### config.mk
export PLATFORM = sky130hd
export DESIGN_NAME = mux_scan_ctrl
export DESIGN_NICKNAME = d
export VERILOG_FILES = /design/src/rtl/mux_scan_pkg.sv /design/src/rtl/mux_scan_ctrl_dwell_timer.sv /design/src/rtl/mux_scan_ctrl.sv
export SDC_FILE = /design/constraint.sdc
export NUM_CORES = 1
export LEC_CHECK = 0
export CAP_MARGIN = 30
export CORE_MARGIN = 3
export CORE_UTILIZATION = 61
export DETAILED_ROUTE_END_ITERATION = 16
export DONT_BUFFER_PORTS = 1
export PLACE_DENSITY = 0.82
export SYNTH_ARGS = -nofsm -noshare
export SYNTH_HDL_FRONTEND = slang
export SYNTH_SLANG_ARGS = --single-unit
### constraint.sdc
create_clock -name clk -period 3.6 [get_ports clk]
set_input_delay 0.9 -clock clk [delete_from_list [all_inputs] [get_ports clk]]
set_output_delay 0.9 -clock clk [all_outputs]
set_load 0.01 [all_outputs]
### src/rtl/mux_scan_pkg.sv
// Shared types and constants for the mux scan sequencer.
// The next_enabled helper serves the SCAN_MASK_EN build (channel skipping).
package mux_scan_pkg;

    localparam int N_CH  = 8;
    localparam int SEL_W = 3;
    localparam int CH_W  = SEL_W + 1;

    typedef enum logic [1:0] {
        IDLE = 2'd0,
        SCAN = 2'd1,
        DONE = 2'd2
    } state_t;

    // Lowest enabled channel at or above 'from'; returns N_CH when none remain.
    function automatic logic [CH_W-1:0] next_enabled(
        input logic [N_CH-1:0] mask,
        input logic [CH_W-1:0] from
    );
        logic [CH_W-1:0] found;
        found = CH_W'(N_CH);
        for (int i = N_CH - 1; i >= 0; i--) begin
            if (mask[i] && (i >= int'(from))) begin
                found = CH_W'(i);
            end
        end
        return found;
    endfunction

endpackage

### src/rtl/mux_scan_ctrl_dwell_timer.sv
// Loadable down-counter that sets how long each mux select is held.
// Load puts DWELL-1 in the counter; zero marks the last cycle of a dwell.
module dwell_timer #(
    parameter int DWELL = 1,
    localparam int CW   = $clog2(DWELL + 1)
) (
    input  logic          clk,
    input  logic          rst,
    input  logic          load,
    output logic [CW-1:0] count,
    output logic          zero
);

    localparam logic [CW-1:0] LOAD_VAL = CW'(DWELL - 1);

    always_ff @(posedge clk) begin
        if (rst) begin
            count <= '0;
        end else if (load) begin
            count <= LOAD_VAL;
        end else if (count != '0) begin
            count <= count - CW'(1);
        end
    end

    assign zero = (count == '0);

endmodule

### src/rtl/mux_scan_ctrl.sv
// Sweeps the 8:1 mux select, samples mux_out at the end of each dwell and
// presents a parallel byte with a valid pulse. Optional: SCAN_MASK_EN (ch_mask).
module mux_scan_ctrl
    import mux_scan_pkg::*;
#(
    parameter int DWELL = 1
) (
    input  logic                         clk,
    input  logic                         rst,
    input  logic                         start,
    input  logic                         mux_out,
`ifdef SCAN_MASK_EN
    input  logic [N_CH-1:0]              ch_mask,
`endif
    output logic [SEL_W-1:0]             sel,
    output logic                         busy,
    output logic [N_CH-1:0]              data_out,
    output logic                         valid,
    output state_t                       state,
    output logic [$clog2(DWELL+1)-1:0]   dwell_count
);

    state_t          state_next;
    logic            dwell_load;
    logic            dwell_zero;
    logic            last_ch;
    logic [CH_W-1:0] first_ch;
    logic [CH_W-1:0] next_ch;
    logic [N_CH-1:0] asm_q;
    logic [N_CH-1:0] asm_upd;

    dwell_timer #(.DWELL(DWELL)) u_timer (
        .clk   (clk),
        .rst   (rst),
        .load  (dwell_load),
        .count (dwell_count),
        .zero  (dwell_zero)
    );

`ifdef SCAN_MASK_EN
    logic [N_CH-1:0] mask_q;

    always_ff @(posedge clk) begin
        if (rst) begin
            mask_q <= '0;
        end else if ((state == IDLE) && start) begin
            mask_q <= ch_mask;
        end
    end

    // first_ch uses the live mask because it is needed on the accept cycle itself.
    assign first_ch = next_enabled(ch_mask, '0);
    assign next_ch  = next_enabled(mask_q, {1'b0, sel} + CH_W'(1));
`else
    assign first_ch = '0;
    assign next_ch  = {1'b0, sel} + CH_W'(1);
`endif

    // A next channel equal to N_CH means the current one is the last of the sweep.
    assign last_ch = (next_ch == CH_W'(N_CH));

    always_ff @(posedge clk) begin
        if (rst) begin
            state <= IDLE;
        end else begin
            state <= state_next;
        end
    end

    always_comb begin
        state_next = state;
        case (state)
            IDLE: begin
                if (start) begin
                    state_next = (first_ch == CH_W'(N_CH)) ? DONE : SCAN;
                end
            end
            SCAN: begin
                if (dwell_zero && last_ch) begin
                    state_next = DONE;
                end
            end
            DONE:    state_next = IDLE;
            default: state_next = IDLE;
        endcase
    end

    always_comb begin
        busy         = (state != IDLE);
        valid        = (state == DONE);
        dwell_load   = 1'b0;
        asm_upd      = asm_q;
        asm_upd[sel] = mux_out;
        if ((state == IDLE) && start && (state_next == SCAN)) begin
            dwell_load = 1'b1;
        end
        if ((state == SCAN) && dwell_zero && !last_ch) begin
            dwell_load = 1'b1;
        end
    end

    // data_out is loaded on the SCAN->DONE edge so it lines up with valid.
    always_ff @(posedge clk) begin
        if (rst) begin
            sel      <= '0;
            asm_q    <= '0;
            data_out <= '0;
        end else begin
            case (state)
                IDLE: begin
                    if (start) begin
                        sel   <= first_ch[SEL_W-1:0];
                        asm_q <= '0;
                        if (state_next == DONE) begin
                            data_out <= '0;
                        end
                    end
                end
                SCAN: begin
                    if (dwell_zero) begin
                        asm_q <= asm_upd;
                        if (last_ch) begin
                            data_out <= asm_upd;
                        end else begin
                            sel <= next_ch[SEL_W-1:0];
                        end
                    end
                end
                DONE: begin
                    sel <= '0;
                end
                default: begin
                    sel <= '0;
                end
            endcase
        end
    end

endmodule

Yosys cells after proc, flatten, opt, wreduce, memory -nomap -nowiden
Cells that the tools add are included.
{"block": "word_totals", "register_bits": 22, "in_bits": 4, "out_inout_bits": 16, "word_cells": 54}
{"block": "classes", "addsub": 2, "magnitude_cmp": 2, "n_eq_ne": 10, "muxes": 20, "bitwise_logic": 1, "reduce_logical": 14}
{"operator": "8-bit two-way mux", "n": 6}
{"operator": "8-bit case mux with 2 select lines", "n": 2}
{"operator": "3-bit two-way mux", "n": 3}
{"operator": "8-bit bitwise mux", "n": 1}
{"operator": "2-bit inequality test, second input constant", "n": 4}
{"operator": "1-bit logical AND", "n": 6}
{"operator": "3-bit case mux with 2 select lines", "n": 1}
{"operator": "3-bit AND reduction", "n": 2}
{"operator": "5-bit AND reduction", "n": 1}
{"operator": "3-bit by 1-bit adder with 4-bit output, second input constant", "n": 1}
{"operator": "2-bit by 1-bit == test with 1-bit output, second input constant", "n": 2}
{"operator": "2-bit == test, second input constant", "n": 2}
{"operator": "4-bit == test, second input constant", "n": 1}
{"operator": "3-bit by 4-bit less-than comparator with 1-bit output, second input constant", "n": 1}
{"operator": "2-bit two-way mux", "n": 2}
{"operator": "2-bit case mux with 2 select lines", "n": 1}
{"operator": "2-bit nonzero test", "n": 2}
{"operator": "1-bit demux with 3-bit select", "n": 1}
{"operator": "3-bit by 1-bit greater-or-equal comparator with 1-bit output, second input constant", "n": 1}
{"operator": "1-bit two-way mux", "n": 3}
{"operator": "3-bit OR reduction", "n": 1}
{"operator": "2-bit logical NOT", "n": 1}
{"operator": "2-bit by 1-bit inequality test with 1-bit output, second input constant", "n": 1}
{"operator": "1-bit logical NOT", "n": 1}
{"operator": "other kinds (2)", "n": 2}

Logic depth before layout (Yosys ltp)
Gate-level depths: netlist of run 1.
{"block": "depth", "depth_word": 10, "depth_mapped": 7, "ltp_nobuf": 5}

By module
From an unflattened synthesis of run 1, not the netlist that was laid out.
{"block": "unflattened", "hier_cells": 108, "area_unflattened_um2": 1014.7}
{"module": "mux_scan_ctrl", "instances": 1, "cells_per_inst": 105, "area_per_inst_um2": 987.2, "seq_area_each_um2": 400.4}
{"module": "dwell_timer", "instances": 1, "cells_per_inst": 3, "area_per_inst_um2": 27.5, "seq_area_each_um2": 20.0}

Least setup slack after synthesis of run 1
No wires, ideal clock.
{"block": "synth_timing", "kind": "in2reg", "from": "input port start", "to": "register asm_q[0]", "setup_ns": 0.071, "arrival_time_ns": 1.592, "t_required_ns": 3.529, "path_slack_ns": 1.937, "cell_stages": 4, "n_path_buf": 0, "path_cell_list": "nor2b_1 o21ba_2 nor2_1 o2bb2ai_1"}
{"block": "synth_between", "elab_chain_cells": 2}
{"element": "start: declaration", "line": "mux_scan_ctrl.sv:10", "text": "input logic start,"}
{"element": "2-bit inequality test (no line)"}
{"element": "3-bit AND reduction (no line)"}
{"element": "end signal: assignment", "line": "mux_scan_ctrl.sv:121", "text": "asm_q <= asm_upd;"}
{"element": "end: declaration", "line": "mux_scan_ctrl.sv:29", "text": "logic [N_CH-1:0] asm_q;"}
No other way between the ends.
A chain may end at the register's enable or synchronous reset.

Final worst setup path of run 1
{"block": "layout_timing", "from": "register sel[0]", "to": "register data_out[5]"}
{"block": "layout_between", "elab_chain_cells": 8}
{"element": "start: declaration", "line": "mux_scan_ctrl.sv:15", "text": "output logic [SEL_W-1:0] sel,"}
{"element": "start signal: assignment", "line": "mux_scan_ctrl.sv:112", "text": "sel <= first_ch[SEL_W-1:0];"}
{"element": "start signal: assignment", "line": "mux_scan_ctrl.sv:125", "text": "sel <= next_ch[SEL_W-1:0];"}
{"element": "3-bit by 1-bit adder with 4-bit output, or another cell as far along", "line": "mux_scan_ctrl.sv:56", "text": "assign next_ch = {1'b0, sel} + CH_W'(1);"}
{"element": "4-bit == test / 1-bit logical AND (equally long branches)", "line": "mux_scan_ctrl.sv:60, mux_scan_ctrl.sv:93"}
{"element": "1-bit logical AND / 1-bit two-way mux (equally long branches)", "line": "mux_scan_ctrl.sv:79, mux_scan_ctrl.sv:93"}
{"element": "2-bit two-way mux / 1-bit demux with 3-bit select (equally long branches)", "line": "mux_scan_ctrl.sv:79, mux_scan_ctrl.sv:93"}
{"element": "2-bit case mux with 2 select lines / 8-bit bitwise mux (equally long branches)", "line": "mux_scan_ctrl.sv:72, mux_scan_ctrl.sv:93"}
{"element": "2-bit == test / 8-bit two-way mux (equally long branches)", "line": "mux_scan_ctrl.sv:114, mux_scan_ctrl.sv:122"}
{"element": "2-bit by 1-bit inequality test with 1-bit output (no line) / 8-bit two-way mux (equally long branches)"}
{"element": "5-bit AND reduction (no line) / 8-bit case mux with 2 select lines (equally long branches)"}
{"element": "end signal: assignment", "line": "mux_scan_ctrl.sv:123", "text": "data_out <= asm_upd;"}
{"element": "end: declaration", "line": "mux_scan_ctrl.sv:17", "text": "output logic [N_CH-1:0] data_out,"}
Several ways; a longest one is shown, not always the timed one. The select of a mux whose other input is x is not followed.

==> flow_summary.json, run 1 <==
{
  "utilization_pct": 68.7,
  "vias": 702,
  "dp.cells": 105,
  "clock.fmax_mhz": 453,
  "synth_top_cell_area_share_pct": 43.1,
  "netlist_area_um2": 976,
  "p_comb_share_pct": 4.7,
  "cts.clk_slew.worst_paths_ps": 120,
  "synth_common_cells": "dfxtp_1, mux2i_1, nand2_1, nor2_1, o2bb2ai_1",
  "holdWs_ps": 476,
  "die_area_um2": 2120,
  "drc": 0,
  "nets": 101,
  "hp-class": "flip-flop to flip-flop",
  "ctsResizeCount": 0,
  "tns_ps": 0,
  "outcome": "complete, no violations",
  "synthArstFlopShare_pct": 0,
  "reg2reg_setup_slack_ps": 1390,
  "leakage_nw": 0.332,
  "drt_pass1_iterations": 4,
  "n_fill_cell": 120,
  "swShare_pct": 22.5,
  "grt_usage_pct": 20.5,
  "cp-start-kind": "flip-flop",
  "antenna_left": 0,
  "pwr-share-clk_pct": 29.9,
  "synth_flop_cell": "dfxtp_1",
  "die_x_um": 46,
  "p_sw_mw": 0.0831,
  "critical_path_class": "flip-flop to flip-flop",
  "numPortBuffers": 0,
  "initial_utilization_pct": 69.8,
  "timing.final.crit_period_ps": 2210,
  "clock_latency_ps": 300,
  "cts_sinks": 21,
  "peakVddDrop_mv": 0.271,
  "synth_cells": 97,
  "grt.overflow.total": 0,
  "cts_max_path_buffers": 2,
  "cts_tree": "built",
  "fp-row-count": 13,
  "cts-root-buf": "clkbuf_4",
  "antenna_found_initial": 0,
  "dp_hpwl_mm": 1.25,
  "wirelength_mm": 1.73,
  "pwr-share-seq_pct": 65.4,
  "cp_max_fo": 14,
  "die_h_um": 46,
  "yosys-top-cells-area": "dfxtp_1, mux2i_1, o2bb2ai_1",
  "synth_edf_count": 0,
  "synth_cell_types": 34,
  "slew_headroom_pct": 52.8,
  "vias_per_cell": 6.44,
  "critical_path_required_ps": 3810,
  "ios": 20,
  "p_int_mw": 0.286,
  "drv_cap": 0,
  "synth.most_common_cell": "dfxtp_1",
  "cts_buffers": 3,
  "crit_arrival_ps": 2420,
  "core_region_area_um2": 1400,
  "drive_gt1_share_pct": 16.0,
  "finalClockSkew_ps": 8.66,
  "grt_pass1_vias": 662,
  "area_growth_pct": -1.54,
  "cts_setup_buffers": 0,
  "fin_cells": 109,
  "rsz0062_at_grt": "false",
  "grt_max_degree": 15,
  "fin_crit_sh_pct": 61.3,
  "synth_seq_cells": 21,
  "endpoint_kind": "flip-flop",
  "routedWlPerCell_um": 15.9,
  "synth_area_leader_cell": "dfxtp_1",
  "cts_hold_buf": 0,
  "synth.yosys.seq_area_share_pct": 43.1,
  "gp_congestion": 0.778,
  "drv_slew": 0,
  "tightestPinTransition_ps": 708,
  "post_synth.cell_area_avg_um2": 10.1,
  "placed_area_um2": 935,
  "syn_nets": 103,
  "fin_area_um2": 961,
  "grt_pass1_wl_mm": 3.07,
  "n_antenna_cell": 0,
  "finalHoldViolations": 0,
  "power_density_nw_per_um2": 384,
  "htreeDepth": 1,
  "drt_iter0_markers": 15,
  "ys.warnings.count": 0,
  "setup_viol": 0
}
-- cell type report --
| type | instances | area [µm²] | share of cell area, % |
|---|---|---|---|
| clock buffer | 4 | 26.3 | 2.73 |
| sequential | 21 | 420 | 43.7 |
| multi-input combinational | 68 | 492 | 51.2 |
| tap | 15 | 18.8 | 1.95 |
| inverter | 1 | 3.75 | 0.391 |
-- state kept, by name (all words and copies together) (netlist names) --
signal         count
state              2
sel                3
asm_q              7
u_timer.count      1
data_out           8
-- worst max-delay path: stages, from the launching register on --
cell	delay [ps]
dfxtp_1	670
ha_1	240
and4_4	240
and4b_1	660
mux2i_1	260
nor2_1	50
-- per-stage QoR --
step,total power [mW],setup WS [ps]
2_1_floorplan,0.263,1940
3_3_place_gp,0.263,1500
3_5_place_dp,0.264,1400
4_1_cts,0.371,1390
5_1_grt,0.387,1190
6_report,0.369,1390
-- final timing paths --
check | start | endpoint | cells past startpoint
hold / removal | asm_q[1] | asm_q[1] | 1
setup reg to reg | sel[0] | data_out[5] | 5
hold reg to reg | asm_q[1] | asm_q[1] | 1
setup / recovery | sel[0] | data_out[5] | 5
-- cell families (layout without fill, tap and decap cells) --
kind of cell	Yosys count	after routing	synth area share, %
flip-flops	21	21	43.1
multiplexers	8	8	8.21
buffers and inverters	8	5	6.54
other	1	1	0.384
AND/OR/NAND/NOR	35	35	20.1
adder cells (fa/ha/maj)	2	2	2.56
AO/OA/AOI/OAI	22	22	19.1
-- cells in the final DEF, fill, tap and decap left out, types with 2 or more instances in the layout --
cell / netlist / layout
o2bb2ai_1: 7 / 7
nor2b_1: 2 / 2
clkbuf_4: 0 / 3
nor2_1: 7 / 7
nor3b_1: 2 / 2
nand2_1: 7 / 7
dfxtp_1: 21 / 21
nor3_1: 3 / 3
a211oi_2: 4 / 4
ha_1: 2 / 2
nand3b_1: 2 / 2
mux2i_1: 8 / 8
a211oi_1: 2 / 2
o21ai_0: 4 / 4
nor2_2: 4 / 4
-- power by group through the flow --
| stage | Clock (mW) | Combinational [mW] | Sequential (mW) |
|---|---|---|---|
| 3_3_place_gp | 0 | 0.0170 | 0.246 |
| 6_report | 0.110 | 0.0173 | 0.241 |
| 5_1_grt | 0.125 | 0.0194 | 0.242 |
| 3_5_place_dp | 0 | 0.0172 | 0.246 |
| 4_1_cts | 0.112 | 0.0173 | 0.241 |
| 2_1_floorplan | 0 | 0.0191 | 0.244 |
-- metal layers --
metal  vias to the layer above  global-route usage, %  share of wire [%]
li1                        343                      -                  -
met1                       320                   28.2                 47
met2                        35                   29.1                 43
met3                         4                   5.14                7.6
met4                         0                   10.2                1.8
met5                         -                      0                  0
Note: power is estimated with default switching activity, not from simulation.
==> run 2, diff against run 1 <==
--- a/config.mk
+++ b/config.mk
@@ -7,10 +7,10 @@
 export LEC_CHECK = 0
 export CAP_MARGIN = 30
 export CORE_MARGIN = 3
-export CORE_UTILIZATION = 61
+export CORE_UTILIZATION = 53
 export DETAILED_ROUTE_END_ITERATION = 16
 export DONT_BUFFER_PORTS = 1
-export PLACE_DENSITY = 0.82
+export PLACE_DENSITY = 0.76
 export SYNTH_ARGS = -nofsm -noshare
 export SYNTH_HDL_FRONTEND = slang
 export SYNTH_SLANG_ARGS = --single-unit
==> constraint.sdc (replaced) <==
create_clock -name clk -period 1.78 [get_ports clk]
set_input_delay 0.445 -clock clk [delete_from_list [all_inputs] [get_ports clk]]
set_output_delay 0.445 -clock clk [all_outputs]
set_load 0.01 [all_outputs]
==> flow_summary.json, run 2 (synthesized netlist as in run 1, its figures left out) <==
{
  "core_region_area_um2": 1610,
  "vias_per_cell": 5.84,
  "cts_hold_buf": 0,
  "top_regs": "data_out x8, asm_q x7, sel x3",
  "clock_latency_ps": 300,
  "endpoint_kind": "flip-flop",
  "cts-root-buf": "clkbuf_4",
  "rsz0062_at_grt": "false",
  "setup_viol": 0,
  "swShare_pct": 23.4,
  "pwr-share-clk_pct": 30.1,
  "antenna_found_initial": 0,
  "regMostFlops": "data_out",
  "placed_area_um2": 983,
  "nets": 106,
  "critical_path.cell_chain": "ha_1 > and4_4 > and4b_1 > buf_4 > mux2i_1 > nor2_1",
  "cts_tree": "built",
  "die_h_um": 48.9,
  "initial_utilization_pct": 60.6,
  "crit_arrival_ps": 1850,
  "slowest_stage": "dfxtp_1",
  "htreeDepth": 1,
  "antenna_left": 0,
  "p_sw_mw": 0.177,
  "slew_headroom_pct": 61.5,
  "critical_path_buf_inv_count": 1,
  "cts_buffers": 3,
  "drv_slew": 0,
  "fp-row-count": 14,
  "drt_pass1_iterations": 4,
  "routedWlPerCell_um": 14.6,
  "multi_input_area_um2": 492,
  "fin_area_um2": 1010,
  "die_area_um2": 2390,
  "seqCellArea_um2": 422,
  "largest_register_ffs": 8,
  "peakVddDrop_mv": 0.623,
  "layout_commonest_cell": "dfxtp_1",
  "cp-start-kind": "flip-flop",
  "area_growth_pct": 3.72,
  "tightestPinTransition_ps": 569,
  "vias": 718,
  "cts.clk_slew.worst_paths_ps": 110,
  "die_x_um": 48.9,
  "ios": 20,
  "grt_pass1_vias": 696,
  "pwr-share-seq_pct": 64.2,
  "wirelength_mm": 1.80,
  "grt_pass1_wl_mm": 3.25,
  "grt_max_degree": 15,
  "drive_gt1_share_pct": 22.2,
  "gp_congestion": 0.742,
  "power_density_nw_per_um2": 746,
  "fin_crit_sh_pct": 92.1,
  "finalHoldViolations": 0,
  "p_int_mw": 0.578,
  "dp_hpwl_mm": 1.29,
  "mostFrequentLayoutCells": "dfxtp_1, mux2i_1, nand2_1, nor2_1, o2bb2ai_1",
  "grt.overflow.total": 0,
  "drv_cap": 0,
  "leakage_nw": 0.362,
  "drc": 0,
  "finalClockSkew_ps": 3.05,
  "outcome": "complete, no violations",
  "cts_sinks": 21,
  "tns_ps": 0,
  "grt_usage_pct": 17.1,
  "power_mw": 0.755,
  "cts_setup_buffers": 0,
  "drt_iter0_markers": 15,
  "timing.final.crit_period_ps": 1640,
  "critPathTopFamily": "simple AND/OR/NAND/NOR gates",
  "n_antenna_cell": 0,
  "hp-class": "input pin to flip-flop",
  "critical_path_required_ps": 1990,
  "cp_slowest_stage_delay_ps": 440,
  "numPortBuffers": 0,
  "critical_path_class": "flip-flop to flip-flop",
  "reg2reg_setup_slack_ps": 140,
  "cp_max_fo": 14,
  "p_comb_share_pct": 5.7,
  "clock.fmax_mhz": 610,
  "cts_max_path_buffers": 2,
  "n_fill_cell": 148
}
run 2: routing by layer:
layer	wire length [µm]	global-route usage (%)	up-vias
li1	-	-	353
met1	838	22.0	340
met2	814	26.7	23
met3	138	7.34	2
met4	10	2.84	0
met5	0	0	-
run 2: path summary, 6_finish.rpt:
kind	from	end	cells after the start
setup / recovery	sel[0]	data_out[5]	6
hold / removal	rst	data_out[2]	1
setup reg to reg	sel[0]	data_out[5]	6
hold reg to reg	asm_q[0]	asm_q[0]	1
run 2: power by group through the flow:
stage | clock network [mW] | registers (mW) | logic, mW
floorplan | 0 | 0.493 | 0.0385
global placement | 0 | 0.494 | 0.0428
detailed placement | 0 | 0.495 | 0.0429
CTS | 0.235 | 0.484 | 0.0430
global route | 0.260 | 0.486 | 0.0488
finish | 0.228 | 0.484 | 0.0432
run 2: worst register-to-register path, cell delays in order (launching register included):
cell	delay [ps]
dfxtp_1	440
ha_1	190
and4_4	240
and4b_1	190
buf_4	230
mux2i_1	220
nor2_1	50
run 2: per-stage QoR:
step / utilization, % / hold slack [ps] / std cells / worst slack [ps]
floorplan: - / 432 / 97 / 251
global placement: 61.0 / 444 / 119 / 174
detailed placement: 61.0 / 446 / 119 / 93.8
CTS: 62.7 / 176 / 123 / 75.7
global route: 62.8 / 159 / 123 / 38.3
finish: 62.8 / 186 / 123 / 140
run 2: area by class of cell:
class,instances,area share [%]
Inverter,1,0.371
Timing Repair Buffer,5,3.71
Tap cell,24,2.97
Multi-Input combinational cell,68,48.6
Clock inverter,1,0.494
Clock buffer,3,2.22
Sequential cell,21,41.7
run 2: timing repair:
action,in CTS,in global routing
endpoints found under the setup margin,0,5
hold endpoints to repair,0,0
gates resized for setup,0,1
==> run 3, diff against run 2 <==
--- a/config.mk
+++ b/config.mk
@@ -5,12 +5,11 @@
 export SDC_FILE = /design/constraint.sdc
 export NUM_CORES = 1
 export LEC_CHECK = 0
-export CAP_MARGIN = 30
 export CORE_MARGIN = 3
-export CORE_UTILIZATION = 53
+export CORE_UTILIZATION = 40
 export DETAILED_ROUTE_END_ITERATION = 16
 export DONT_BUFFER_PORTS = 1
-export PLACE_DENSITY = 0.76
+export PLACE_DENSITY = 0.61
 export SYNTH_ARGS = -nofsm -noshare
 export SYNTH_HDL_FRONTEND = slang
 export SYNTH_SLANG_ARGS = --single-unit
==> flow_summary.json, run 3 (synthesized netlist as in run 1, its figures left out) <==
{
  "outcome": "complete, no violations",
  "critical_path_class": "flip-flop to flip-flop",
  "pwr-share-clk_pct": 30.0,
  "p_int_mw": 0.579,
  "worstReg2RegStart": "sel[0]",
  "top_regs": "data_out x8, asm_q x7, sel x3",
  "grt_pass1_vias": 659,
  "cts_max_path_buffers": 2,
  "tns_ps": 0,
  "htreeDepth": 1,
  "layout_commonest_cell": "dfxtp_1",
  "grt_max_degree": 15,
  "critical_path_required_ps": 1990,
  "critical_path.cell_chain": "ha_1 > and4_4 > and4b_1 > buf_4 > mux2i_1 > nor2_1",
  "drt_iter0_markers": 11,
  "min_from": "rst",
  "n_fill_cell": 242,
  "routedWlPerCell_um": 14.2,
  "placed_area_um2": 1000,
  "cts.clk_slew.worst_paths_ps": 120,
  "timing.final.crit_period_ps": 1610,
  "vias": 684,
  "critical_path_buf_inv_count": 1,
  "hp-class": "input pin to flip-flop",
  "grt_usage_pct": 13.1,
  "drt_pass1_iterations": 4,
  "area_growth_pct": 5.77,
  "numPortBuffers": 0,
  "antenna_left": 0,
  "clock_latency_ps": 300,
  "cp_slowest_stage_delay_ps": 430,
  "core_region_area_um2": 2250,
  "rsz0062_at_grt": "false",
  "largest_register_ffs": 8,
  "clock.fmax_mhz": 621,
  "holdPathStages": 1,
  "cts_sinks": 21,
  "worstRegToRegCells": 6,
  "drv_cap": 0,
  "cts_setup_buffers": 0,
  "critPathTopFamily": "simple AND/OR/NAND/NOR gates",
  "fin_crit_sh_pct": 90.5,
  "cts-root-buf": "clkbuf_4",
  "vias_per_cell": 5.30,
  "cp_max_fo": 14,
  "tightestPinTransition_ps": 496,
  "utilization_pct": 45.8,
  "slew_headroom_pct": 66.8,
  "p_sw_mw": 0.177,
  "setup_viol": 0,
  "reg2reg_setup_slack_ps": 170,
  "die_area_um2": 3070,
  "gp_congestion": 0.869,
  "r2r-end": "data_out[5]",
  "peakVddDrop_mv": 0.508,
  "wirelength_mm": 1.83,
  "endpoint_kind": "flip-flop",
  "swShare_pct": 23.4,
  "cts_buffers": 3,
  "antenna_found_initial": 0,
  "ios": 20,
  "crit_arrival_ps": 1830,
  "p_comb_share_pct": 6.0,
  "grt.overflow.total": 0,
  "fin_area_um2": 1030,
  "regMostFlops": "data_out",
  "power_density_nw_per_um2": 733,
  "min_to": "data_out[1]",
  "n_antenna_cell": 0,
  "finalHoldViolations": 0,
  "nets": 108,
  "leakage_nw": 0.373,
  "pwr-share-seq_pct": 64.0,
  "die_x_um": 55.4,
  "finalClockSkew_ps": 8.75,
  "power_mw": 0.756,
  "dp_hpwl_mm": 1.31,
  "cp-start-kind": "flip-flop",
  "cts_tree": "built",
  "initial_utilization_pct": 43.3,
  "drc": 0,
  "die_h_um": 55.4,
  "grt_pass1_wl_mm": 3.26,
  "mostFrequentLayoutCells": "dfxtp_1, mux2i_1",
  "drv_slew": 0,
  "slowest_stage": "dfxtp_1",
  "drive_gt1_share_pct": 23.8,
  "fp-row-count": 17
}
## run 3: power by group through the flow
stage	logic [mW]	clock network [mW]	registers [mW]
6_report	0.0454	0.227	0.484
4_1_cts	0.0454	0.236	0.484
2_1_floorplan	0.0385	0	0.493
3_5_place_dp	0.0454	0	0.495
5_1_grt	0.0504	0.269	0.485
3_3_place_gp	0.0450	0	0.494
## run 3: final cells by class
cell class	instances	area, µm²	share of cell area (%)
Clock buffer	3	22.5	2.18
Clock inverter	1	5.00	0.485
Tap cell	28	35.0	3.39
Multi-Input combinational cell	68	492	47.6
Sequential cell	21	422	40.8
Inverter	1	3.75	0.364
Timing Repair Buffer	7	52.6	5.09
## run 3: repair_timing
action | in CTS | in global routing
endpoints found under the setup margin | 0 | 3
gates resized for setup | 0 | 1
hold buffers | 0 | 0
## run 3: per-layer routing
layer,up-vias,track usage (%),share of wire (%)
li1,357,-,-
met1,315,17.8,48
met2,10,18.8,45
met3,2,6.07,5.2
met4,0,3.13,0.93
met5,-,0,0
## run 3: metrics by stage
step | setup WS, ps | hold WS (ps) | std cells
final | 169 | 196 | 129
after global routing | 31.9 | 143 | 129
after CTS | 141 | 179 | 129
after detailed placement | 154 | 448 | 125
after global placement | 185 | 444 | 125
after floorplan | 251 | 432 | 97
## run 3: how the worst max path moves through the flow
| stage | from | to | slack [ps] | depth (start not counted) |
|---|---|---|---|---|
| global route | sel[0] | data_out[7] | 30 | 6 |
| global placement | sel[1] | data_out[5] | 190 | 6 |
| CTS | sel[1] | data_out[5] | 140 | 6 |
| finish | sel[0] | data_out[5] | 170 | 6 |
| floorplan | sel[1] | data_out[3] | 250 | 7 |
| detailed placement | sel[1] | data_out[5] | 150 | 6 |
## run 3: worst reg2reg max path, stage by stage (launching register included)
cell	delay, ps
dfxtp_1	430
ha_1	180
and4_4	240
and4b_1	190
buf_4	230
mux2i_1	210
nor2_1	50
